`src/rtl/rope_electro_scheduler.sv`:
```
// -----------------------------------------------------------------------------
// rope_electro_scheduler
//
// Frame-rate controller for the electrified-rope hazard. One rope at a time is
// taken through IDLE -> WARN -> LIVE -> COOL, each phase lasting a fixed number
// of video frames. Ropes are chosen round-robin starting after the last rope
// used, skipping any rope the monkey is touching at the moment of selection.
// While a rope is live, the first contact with it raises a one-cycle shock
// pulse; further contact in the same live phase is ignored.
//
// Ports:
//   clk             system clock
//   resetN          asynchronous active-low reset
//   startOfFrame    one-cycle pulse per video frame; the only thing that
//                   advances the phase timer
//   enable          scheduler run enable; low forces IDLE and blanks outputs
//   monkeyCollision per-rope monkey contact (level)
//   electroStatus   per-rope status: 00 off, 01 warn, 10 live, 11 cool
//   activeRope      index of the selected rope (meaningful while busy)
//   busy            high in WARN / LIVE / COOL
//   shockHit        one-cycle pulse when the monkey touches the live rope
//
// All outputs are registered from the next-state values, so they change on
// the same edge that samples the causing startOfFrame / collision.
// -----------------------------------------------------------------------------
module rope_electro_scheduler #(
  parameter int ROPES       = 6,
  parameter int IDLE_FRAMES = 60,
  parameter int WARN_FRAMES = 30,
  parameter int LIVE_FRAMES = 45,
  parameter int COOL_FRAMES = 20,
  parameter int IDX_W       = $clog2(ROPES)
) (
  input  logic                       clk,
  input  logic                       resetN,
  input  logic                       startOfFrame,
  input  logic                       enable,
  input  logic [ROPES-1:0]           monkeyCollision,
  output logic [ROPES-1:0][1:0]      electroStatus,
  output logic [IDX_W-1:0]           activeRope,
  output logic                       busy,
  output logic                       shockHit
);

  // Frame counter sized for the longest phase.
  localparam int MAX_A  = (IDLE_FRAMES > WARN_FRAMES) ? IDLE_FRAMES : WARN_FRAMES;
  localparam int MAX_B  = (LIVE_FRAMES > COOL_FRAMES) ? LIVE_FRAMES : COOL_FRAMES;
  localparam int MAX_F  = (MAX_A > MAX_B) ? MAX_A : MAX_B;
  localparam int CNT_W  = (MAX_F > 1) ? $clog2(MAX_F) : 1;

  localparam logic [CNT_W-1:0] IDLE_LOAD = CNT_W'(IDLE_FRAMES - 1);
  localparam logic [CNT_W-1:0] WARN_LOAD = CNT_W'(WARN_FRAMES - 1);
  localparam logic [CNT_W-1:0] LIVE_LOAD = CNT_W'(LIVE_FRAMES - 1);
  localparam logic [CNT_W-1:0] COOL_LOAD = CNT_W'(COOL_FRAMES - 1);

  typedef enum logic [1:0] {
    S_IDLE = 2'd0,
    S_WARN = 2'd1,
    S_LIVE = 2'd2,
    S_COOL = 2'd3
  } state_t;

  state_t                  state_q, state_d;
  logic [CNT_W-1:0]        cnt_q, cnt_d;
  logic [IDX_W-1:0]        last_q, last_d;
  logic [IDX_W-1:0]        active_d;
  logic                    shock_done_q, shock_done_d;
  logic                    shock_d;
  logic                    busy_d;
  logic [ROPES-1:0][1:0]   status_d;

  // Round-robin candidate: first non-colliding rope after last_q, wrapping.
  // The sum needs one extra bit since last_q + ROPES can exceed ROPES-1.
  logic                    pick_found;
  logic [IDX_W-1:0]        pick_idx;
  logic [IDX_W:0]          cand;

  // NOTE: every signal written in an always_comb gets a default before any
  // conditional assignment; a path that leaves one unassigned infers a latch.
  always_comb begin
    pick_found = 1'b0;
    pick_idx   = '0;
    cand       = '0;
    for (int i = 1; i <= ROPES; i++) begin
      cand = {1'b0, last_q} + (IDX_W+1)'(i);
      if (cand >= (IDX_W+1)'(ROPES)) begin
        cand = cand - (IDX_W+1)'(ROPES);
      end
      if (!pick_found && !monkeyCollision[cand[IDX_W-1:0]]) begin
        pick_found = 1'b1;
        pick_idx   = cand[IDX_W-1:0];
      end
    end
  end

  // Next-state and next-output logic.
  always_comb begin
    state_d      = state_q;
    cnt_d        = cnt_q;
    last_d       = last_q;
    active_d     = activeRope;
    shock_done_d = shock_done_q;
    shock_d      = 1'b0;

    if (!enable) begin
      // Disable overrides any coincident frame pulse or contact; lastRope and
      // activeRope are kept so rotation resumes where it stopped.
      state_d = S_IDLE;
      cnt_d   = IDLE_LOAD;
    end else begin
      // Shock is judged on the current state, so contact in the cycle that
      // leaves LIVE still counts.
      if (state_q == S_LIVE && monkeyCollision[activeRope] && !shock_done_q) begin
        shock_d      = 1'b1;
        shock_done_d = 1'b1;
      end

      if (startOfFrame) begin
        if (cnt_q != '0) begin
          cnt_d = cnt_q - CNT_W'(1);
        end else begin
          case (state_q)
            S_IDLE: begin
              // With every rope occupied the counter stays at zero, so the
              // selection is retried on the next frame.
              if (pick_found) begin
                state_d  = S_WARN;
                cnt_d    = WARN_LOAD;
                active_d = pick_idx;
                last_d   = pick_idx;
              end
            end
            S_WARN: begin
              state_d      = S_LIVE;
              cnt_d        = LIVE_LOAD;
              shock_done_d = 1'b0;
            end
            S_LIVE: begin
              state_d = S_COOL;
              cnt_d   = COOL_LOAD;
            end
            S_COOL: begin
              state_d = S_IDLE;
              cnt_d   = IDLE_LOAD;
            end
          endcase
        end
      end
    end

    busy_d   = (state_d != S_IDLE);
    status_d = '0;
    case (state_d)
      S_WARN:  status_d[active_d] = 2'b01;
      S_LIVE:  status_d[active_d] = 2'b10;
      S_COOL:  status_d[active_d] = 2'b11;
      S_IDLE:  status_d = '0;
    endcase
  end

  // NOTE: sequential state uses non-blocking assignments so every register
  // samples the pre-edge values regardless of statement order.
  always_ff @(posedge clk or negedge resetN) begin
    if (!resetN) begin
      state_q       <= S_IDLE;
      cnt_q         <= IDLE_LOAD;
      last_q        <= IDX_W'(ROPES - 1);
      shock_done_q  <= 1'b0;
      activeRope    <= '0;
      electroStatus <= '0;
      busy          <= 1'b0;
      shockHit      <= 1'b0;
    end else begin
      state_q       <= state_d;
      cnt_q         <= cnt_d;
      last_q        <= last_d;
      shock_done_q  <= shock_done_d;
      activeRope    <= active_d;
      electroStatus <= status_d;
      busy          <= busy_d;
      shockHit      <= shock_d;
    end
  end

endmodule

```
`config.mk`:
```
export PLATFORM = sky130hd
export DESIGN_NAME = rope_electro_scheduler
export DESIGN_NICKNAME = d
export VERILOG_FILES = /design/src/rtl/rope_electro_scheduler.sv
export SDC_FILE = /design/constraint.sdc
export NUM_CORES = 1
export LEC_CHECK = 0
export ABC_AREA = 1
export ABC_CLOCK_PERIOD_IN_PS = 7150
export CAP_MARGIN = 20
export CORE_MARGIN = 3
export CORE_UTILIZATION = 30
export DETAILED_ROUTE_END_ITERATION = 10
export HOLD_SLACK_MARGIN = 0.02
export SYNTH_ARGS = -nofsm -noshare
export SYNTH_HDL_FRONTEND = slang
export SYNTH_SLANG_ARGS = --single-unit
```
`constraint.sdc`:
```
create_clock -name clk -period 7.15 [get_ports clk]
set_input_delay 1.43 -clock clk [delete_from_list [all_inputs] [get_ports clk]]
set_output_delay 1.43 -clock clk [all_outputs]
set_load 0.005 [all_outputs]
```
==> reports/results.ini <==
[critical_path]
cp-end-kind=register
cp_max_fo=11
critPathBufInv=3
cp_common_cell=nand2_1
critPathSlowestCell=clkdlybuf4s50_1
worstSetupPathType=in2reg
critical_path_required_ps=7300
slowest_delay_ps=450
worstSetupStartpointType=input port
arrival_ps=3710
crit_chain=clkdlybuf4s50_1, inv_1, nand2_1, o21ai_0, a21o_1, nand2_1, nand2_1, inv_2, nand4_4, nor2_8, nand2_4, o21ai_2, nand2_1, nand3_1, o21ai_1
cpLargestDelayFamily=simple AND/OR/NAND/NOR gates

[sta]
finalCriticalPeriod_ps=3570
finalMaxSlewViolations=0
skew_ps=6.63
setup_viol=0
worstMarginPinSlew_ps=504
max_freq_mhz=280
maxSlewHeadroom_pct=66.1
finalCritPeriodShare_pct=49.9
rsz0062_at_grt=false
hold_viol=0
tns_ps=0

[die]
dieHeight_um=96.4
core-area_um2=7850
fp-row-count=32
die_w_um=96.4
io_pins=27
die-area_um2=9290
start_util_pct=31.3

[logic_synthesis]
async_reset_ff_share_pct=100
synth_edf_count=0
ys_ff_latch=29
ys_seq_area_share_pct=29.9
synthFlopType=dfrtp_1
synth.top_cells.by_count=65 x nand2_1, 39 x inv_1, 31 x nor2_1
ys_types=43
post-synth-top-count-cell=nand2_1
yosysTopAreaCell=dfrtp_1
synth_cells=319
synth_fp_nets=348
avgSynthCellArea_um2=7.69
synth_warnings=0
synth_top_cell_area_share_pct=22.4
synth.area.top_cells=dfrtp_1 22%, nand2_1 9.9%, ha_1 9.7%
synth_area_um2=2450

[clock_network]
clock_sinks=29
htree_levels=2
clockBufferDepth=2
worstSkewPairLatency_ps=280
cts_setup_buffers=0
cts_resized=0
root_buffer=clkbuf_8
cts_hold_buf=0
cts_tree=built
cts_buffers=5
clk_pin_slew_ps=60

[finish]
final-seq-area_um2=734
nets=378
multi_input_area_um2=1510
syn_to_final_growth_pct=19.7
fill_cells=843
drive_above_1_share_pct=18.9
diodes=0

[grt]
grt-ovfl-total=0
grt_first_pass_wirelength_mm=9.36
grt_pass1_vias=2026
grt_max_degree=30
grt_usage_pct=12.7
grt_antenna_before_repair=0

[placement]
gp_congestion=0.847
numPortBuffers=26
dp.final_hpwl_mm=4.26

[pwr]
leakage_nw=1.44
peakVddDrop_mv=0.106
finalPower_uw=418
power_density_nw_per_um2=142

[run]
drv_cap=0

[status]
status=complete, no violations

[detailed_routing]
vias=2129
route.detailed.wl_per_inst_um=11.8
ant_nets=0
wl_mm=5.35
drtIter0Drc=79
drc=0
dr.pass1.iters=4
viasPerCell=4.71

[hold_path]
holdCritPathClass=reg2reg

-- routing by layer --
| layer | routed length (µm) | vias up | global-route usage (%) |
|---|---|---|---|
| met5 | 0 | - | 0 |
| met4 | 108 | 0 | 4.91 |
| met3 | 162 | 8 | 2.17 |
| met2 | 2470 | 34 | 20.9 |
| met1 | 2610 | 989 | 16.6 |
| li1 | - | 1098 | - |
-- flip-flops by register name, indices dropped and copies added (netlist names) --
register / cells
cnt_q: 6
activeRope: 3
busy: 1
state_q: 2
shock_done_q: 1
electroStatus: 12
last_q: 3
shockHit: 1
-- path summary, 6_finish.rpt --
kind,from,to,slack (ps),cells after the start
hold / removal,shock_done_q$_DFFE_PN0P_,shockHit$_DFF_PN0_,440,1
setup / recovery,monkeyCollision[5],cnt_q[2]$_DFFE_PN0P_,3580,15
hold reg to reg,shock_done_q$_DFFE_PN0P_,shockHit$_DFF_PN0_,440,1
min in group asynchronous,resetN,shockHit$_DFF_PN0_,1540,2
max in group asynchronous,resetN,last_q[2]$_DFFE_PN1P_,5290,2
setup reg to reg,last_q[0]$_DFFE_PN1P_,cnt_q[2]$_DFFE_PN0P_,3880,16
-- cell usage in the layout (no fill, tap or decap), types with 6 or more instances in the layout --
| cell | instances |
|---|---|
| inv_1 | 39 |
| dfrtp_1 | 22 |
| nand3_2 | 10 |
| clkdlybuf4s50_1 | 26 |
| nand3_1 | 23 |
| nor2_1 | 31 |
| inv_2 | 7 |
| nand2_1 | 65 |
| o21ai_1 | 10 |
| dfstp_2 | 7 |
| ha_1 | 19 |
| nand4_1 | 6 |
| nand2_2 | 9 |
| o21ai_0 | 16 |
| a21oi_1 | 8 |
| clkbuf_8 | 6 |
-- layout make-up --
type / instances / area share [%]
Multi-Input combinational cell: 239 / 51.5
Tap cell: 102 / 4.35
Clock buffer: 7 / 2.94
Inverter: 47 / 6.05
Timing Repair Buffer: 27 / 9.12
Clock inverter: 1 / 1.02
Sequential cell: 29 / 25.0
-- kinds of logic after synthesis --
family / share of synthesized area, %
xor gates and xnor gates: 1.74
DFF: 29.9
adders and majority gates: 9.69
AOI/OAI and AO/OA: 13.2
buffers and inverters: 8.37
and+or+nand+nor: 37.1
-- where the power goes --
group,switching (mW),internal [mW],leakage [nW]
Sequential,0.00286,0.171,0.365
Combinational,0.0449,0.0251,1.01
Clock,0.0609,0.113,0.0585
-- stage by stage --
step                utilization [%]  hold WS, ps  instance area [µm²]  std cells  setup WS, ps
floorplan                         -          403                 2450        319          4160
global placement               35.9          432                 2820        444          3330
detailed placement             35.9          436                 2820        444          3280
CTS                            37.4          444                 2940        452          3570
global route                   37.4          462                 2940        452          3330
finish                         37.4          438                 2940        452          3580
Note: power is estimated with default switching activity, not from simulation.
